==> config.mk <==
export PLATFORM = sky130hd
export DESIGN_NAME = aw_addr_queue
export DESIGN_NICKNAME = d
export VERILOG_FILES = /design/src/rtl/aw_addr_queue.sv
export SDC_FILE = /design/constraint.sdc
export NUM_CORES = 1
export LEC_CHECK = 0
export CORE_MARGIN = 1
export CORE_UTILIZATION = 37
export DETAILED_ROUTE_END_ITERATION = 7
export PLACE_DENSITY = 0.65
export SYNTH_ARGS = -nofsm -noshare
export SYNTH_HDL_FRONTEND = slang
export SYNTH_SLANG_ARGS = --single-unit
==> constraint.sdc <==
create_clock -name ACLK -period 8.78 [get_ports ACLK]
set_input_delay 2.634 -clock ACLK [delete_from_list [all_inputs] [get_ports ACLK]]
set_output_delay 2.634 -clock ACLK [all_outputs]
set_load 0.05 [all_outputs]
==> src/rtl/aw_addr_queue.sv <==
// AXI write-address tracker: holds accepted AW bursts, generates per-beat W addresses
// for the data head, and presents BIDs in AW order once each burst's data completes.
module aw_addr_queue #(
   parameter int ADDR_W = 32,
   parameter int ID_W   = 8,
   parameter int DEPTH  = 4
) (
   input  logic                       ACLK,
   input  logic                       ARESETn,
   input  logic [ADDR_W-1:0]          AWADDR,
   input  logic [ID_W-1:0]            AWID,
   input  logic [3:0]                 AWLEN,
   input  logic [2:0]                 AWSIZE,
   input  logic [1:0]                 AWBURST,
   input  logic                       AWVALID,
   output logic                       AWREADY,
   input  logic                       W_HS,
   input  logic                       WLAST,
   output logic [ADDR_W-1:0]          WADDR,
   output logic                       WADDR_VALID,
   output logic                       BVALID_REQ,
   output logic [ID_W-1:0]            BID,
   input  logic                       B_HS,
   output logic                       LEN_ERR,
   output logic [$clog2(DEPTH):0]     OUTSTANDING
);

   localparam int PW = $clog2(DEPTH);

   logic [PW:0]       aw_ptr, w_ptr, b_ptr;
   logic [ADDR_W-1:0] addr_mem  [DEPTH];
   logic [ID_W-1:0]   id_mem    [DEPTH];
   logic [3:0]        len_mem   [DEPTH];
   logic [2:0]        size_mem  [DEPTH];
   logic [1:0]        burst_mem [DEPTH];
   logic [3:0]        beat;

   logic              push, bypass, w_beat, w_done, b_pop;
   logic [ADDR_W-1:0] h_addr, offset, incr_addr, wrap_mask, beat_addr;
   logic [3:0]        h_len;
   logic [2:0]        h_size;
   logic [1:0]        h_burst;

   assign OUTSTANDING = aw_ptr - b_ptr;
   assign AWREADY     = OUTSTANDING != (PW+1)'(DEPTH);
   assign push        = AWVALID & AWREADY;
   assign bypass      = (aw_ptr == w_ptr) & push;
   assign WADDR_VALID = (aw_ptr != w_ptr) | push;
   assign w_beat      = W_HS & WADDR_VALID;
   assign w_done      = w_beat & WLAST;
   assign BVALID_REQ  = w_ptr != b_ptr;
   assign BID         = id_mem[b_ptr[PW-1:0]];
   assign b_pop       = B_HS & BVALID_REQ;

   // An empty data queue takes the burst straight from the AW channel.
   always_comb begin
      h_addr  = addr_mem[w_ptr[PW-1:0]];
      h_len   = len_mem[w_ptr[PW-1:0]];
      h_size  = size_mem[w_ptr[PW-1:0]];
      h_burst = burst_mem[w_ptr[PW-1:0]];
      if (bypass) begin
         h_addr  = AWADDR;
         h_len   = AWLEN;
         h_size  = AWSIZE;
         h_burst = AWBURST;
      end
   end

   always_comb begin
      offset    = ADDR_W'(beat) << h_size;
      incr_addr = h_addr + offset;
      wrap_mask = ((ADDR_W'(h_len) + ADDR_W'(1)) << h_size) - ADDR_W'(1);
      case (h_burst)
         2'b00:   beat_addr = h_addr;
         2'b10:   beat_addr = (h_addr & ~wrap_mask) | (incr_addr & wrap_mask);
         default: beat_addr = incr_addr;
      endcase
      WADDR = WADDR_VALID ? beat_addr : '0;
   end

   always_ff @(posedge ACLK or negedge ARESETn) begin
      if (!ARESETn) begin
         aw_ptr  <= '0;
         w_ptr   <= '0;
         b_ptr   <= '0;
         beat    <= '0;
         LEN_ERR <= 1'b0;
         for (int i = 0; i < DEPTH; i++) begin
            addr_mem[i]  <= '0;
            id_mem[i]    <= '0;
            len_mem[i]   <= '0;
            size_mem[i]  <= '0;
            burst_mem[i] <= '0;
         end
      end else begin
         if (push) begin
            addr_mem[aw_ptr[PW-1:0]]  <= AWADDR;
            id_mem[aw_ptr[PW-1:0]]    <= AWID;
            len_mem[aw_ptr[PW-1:0]]   <= AWLEN;
            size_mem[aw_ptr[PW-1:0]]  <= AWSIZE;
            burst_mem[aw_ptr[PW-1:0]] <= AWBURST;
            aw_ptr <= aw_ptr + (PW+1)'(1);
         end
         if (w_done) begin
            w_ptr <= w_ptr + (PW+1)'(1);
            beat  <= '0;
         end else if (w_beat) begin
            beat  <= beat + 4'd1;
         end
         LEN_ERR <= w_done & (beat != h_len);
         if (b_pop) begin
            b_ptr <= b_ptr + (PW+1)'(1);
         end
      end
   end

endmodule

==> run metrics <==
drt total wl=between 30,000 and 40,000 um; I/O Buffers=101; detailed router's first-iteration violation count=676; Final period util=103%; P&R area growth vs syn=40.4%; top cell type's share of synthesized area=41.8%; Syn Inst Count=1,095; post-route ant nets=0; count leader, synth=dfrtp_1; max cap viols=0; placed cells=1,762; GP Congestion=roughly 0.92; Post-synth EDFFs=0; Synth area leader=dfrtp_1; global-route wire length before repair=58,200 um; met3 wire length=1710 um; pre-CTS setup slack=-961 ps; failing checks=negative setup slack; hold endpoint=addr_mem[7]$_DFFE_PN0P_; slew at the pin closest to its max-slew limit=940 ps; Core Area=33,400 um^2; worst r2r path cells=15; vias in the first global route=~10,000; Worst Clk Skew=8.08 ps; Detailed Place HPWL=24,900 um; cell area after synthesis=around 13,000 um^2; synth warn=0; initial antenna violation count=0; row count=67; CP max stage delay=approximately 330 ps; worst hold-check path type=reg -> reg; setup ws final=-291 ps; I/O pins=102; min-delay src=addr_mem[7]$_DFFE_PN0P_; Initial Utilization=37.5%; reg2reg start=aw_ptr[0]$_DFFE_PN0P_; TritonCTS buffer count=23; Residual DRC=0; CP Capture Type=output port; DIE AREA=34,700 um^2; Netlist cell types=83; Final Hold Fails=0; critical-path maximum fanout=7; CTS max path bufs=3; maximum level of the CTS H-tree=1; R2R Path End=beat[3]$_DFFE_PN0P_; Die Width=186 um; RSZ-0062 raised after global routing=true; WS Path Type=in -> out; Top FF cell, synth=dfrtp_1; largest net degree at the start of global routing=169; final max-slew violation count=0; non-filler instance count after layout=1,840; Synth Net Count=1,174; normalized max-slew margin=37.3%; hold path depth=1; Crit path arrival time=around 6400 ps; Post-Route M1 WL=16,600 um; final net count=between 1,000 and 1,500; Worst path slowest cell=o31a_1; outcome=finished with violations; clk sinks=210; WL met2=17,600 um; Tmin final=slightly above 9000 ps; Syn Area/Cell=11.5 um^2; DRT Pass-1 Iters=5; Critical Path Source Type=input port; TritonCTS clock tree=done; DR top layer=met4; worst path cell trace=buf_12 > inv_12 > a31oi_4 > nand3_2 > nand2_2 > mux2i_2 > nor2_1 > a31oi_1 > nor2_1 > ha_1 > nor2b_4 > o21ai_2 > a21boi_2 > o21ai_2 > a211oi_2 > o31a_1 > buf_6 > o211ai_1 > o41ai_4 > buf_6 > nand4_1 > mux2i_4 > buf_12; WL/cell=19.9 um; share of cells above drive strength 1=49.7%; fmax=110 MHz; Synth area leaders=dfrtp_1, mux2_2, mux4_2; clk root buf=clkbuf_16; CTS clk-pin slew, worst paths=60 ps; FF-to-FF setup slack=4890 ps; final setup fails=10; CP Data Required Time=6150 ps; Fin Hold WS=approximately 500 ps; vias per inst=between 5 and 6; FF+latch count, synth=210; GR Util All Layers=between 20% and 30%; Async SR Flop Fraction=100%; Via Count=10,100; post-synthesis sequential area ratio=a little over two fifths; Die Y=186 um; grt ovf=0; Diodes inserted=0; worst skew pair latency=about 510 ps; most frequent cells after synthesis=dfrtp_1, mux2_2, nand2_1, nor2_1, mux4_2
## registers in the layout, indices dropped and copies added (netlist names)
register,cells
addr_mem,128
id_mem,32
len_mem,16
size_mem,12
burst_mem,8
beat,4
aw_ptr,3
b_ptr,3
w_ptr,3
LEN_ERR,1
## repair_timing
item / CTS / global route
hold buffers: 0 / 0
cloned: 1 / 0
setup buffers: 31 / 15
pin swaps: 50 / 45
setup endpoints to repair: 30 / 29
resized for setup: 100 / 60
## per-layer routing
metal | vias up | global-route usage [%]
met1 | 5105 | 30.0
met4 | 0 | 6.10
li1 | 4654 | -
met5 | - | 0
met2 | 269 | 35.9
met3 | 57 | 2.30
## cell families after synthesis
| kind of cell | synth area share, % |
|---|---|
| buffers and inverters | 3.08 |
| AND/OR/NAND/NOR | 11.3 |
| XOR/XNOR | 2.08 |
| adder cells (fa/ha/maj) | 2.51 |
| flip-flops | 41.8 |
| AO/OA/AOI/OAI | 9.58 |
| multiplexers | 29.6 |
## worst max-delay path, delay by kind of cell
family / cells / cell delay (ps)
mux: 2 / 510
buf+inv: 5 / 570
compound gates: 9 / 1750
simple gates: 6 / 660
fa+ha+maj: 1 / 310
## cell type report
cell class	instances	area [um^2]
multi-input cells	799	7840
repair buffers	325	3160
clock buffers	31	636
fillers	2832	15800
flip-flops and latches	210	5260
inverters	19	86.3
well taps	448	561
clock inverters	8	93.8
## worst max path at each step
stage,depth (start not counted),end,slack (ps),from
after floorplan,22,WADDR[30],-330,AWVALID
after global placement,23,WADDR[30],-910,AWVALID
after detailed placement,23,WADDR[30],-960,AWVALID
after CTS,24,WADDR[30],-170,AWVALID
after global routing,23,WADDR[30],-480,AWVALID
final,23,WADDR[30],-290,AWVALID
## metrics by stage
stage	setup TNS [ps]	utilization [%]	cell area (um^2)
2_1_floorplan	-1280	-	12900
3_3_place_gp	-18410	47.4	15900
3_5_place_dp	-19700	47.4	15900
4_1_cts	-1330	51.7	17300
5_1_grt	-4760	52.7	17600
6_report	-1770	52.7	17600
## cells in the final DEF (no fill, tap or decap), types with 7 or more instances in the layout
cell type and count:
ha_1 19, o21ai_2 8, o211ai_1 11, nand3_1 20
xnor2_1 22, a21o_1 9, o21ai_0 19, nand2b_1 9
dfrtp_1 208, mux2i_4 10, nand2_1 117, nand4_1 12
clkdlybuf4s50_1 63, and2_1 7, mux4_2 49, nor3_1 14
nand2_4 7, clkbuf_16 23, mux2i_1 12, nor3_4 8
mux2_2 208, inv_1 15, nand2_2 11, a21oi_1 20
nor2_1 40, a31oi_1 9, buf_6 20, buf_12 34
buf_4 200
Power is not shown: default switching activity piles up to over one toggle a cycle in this logic, so the estimate is an artifact.
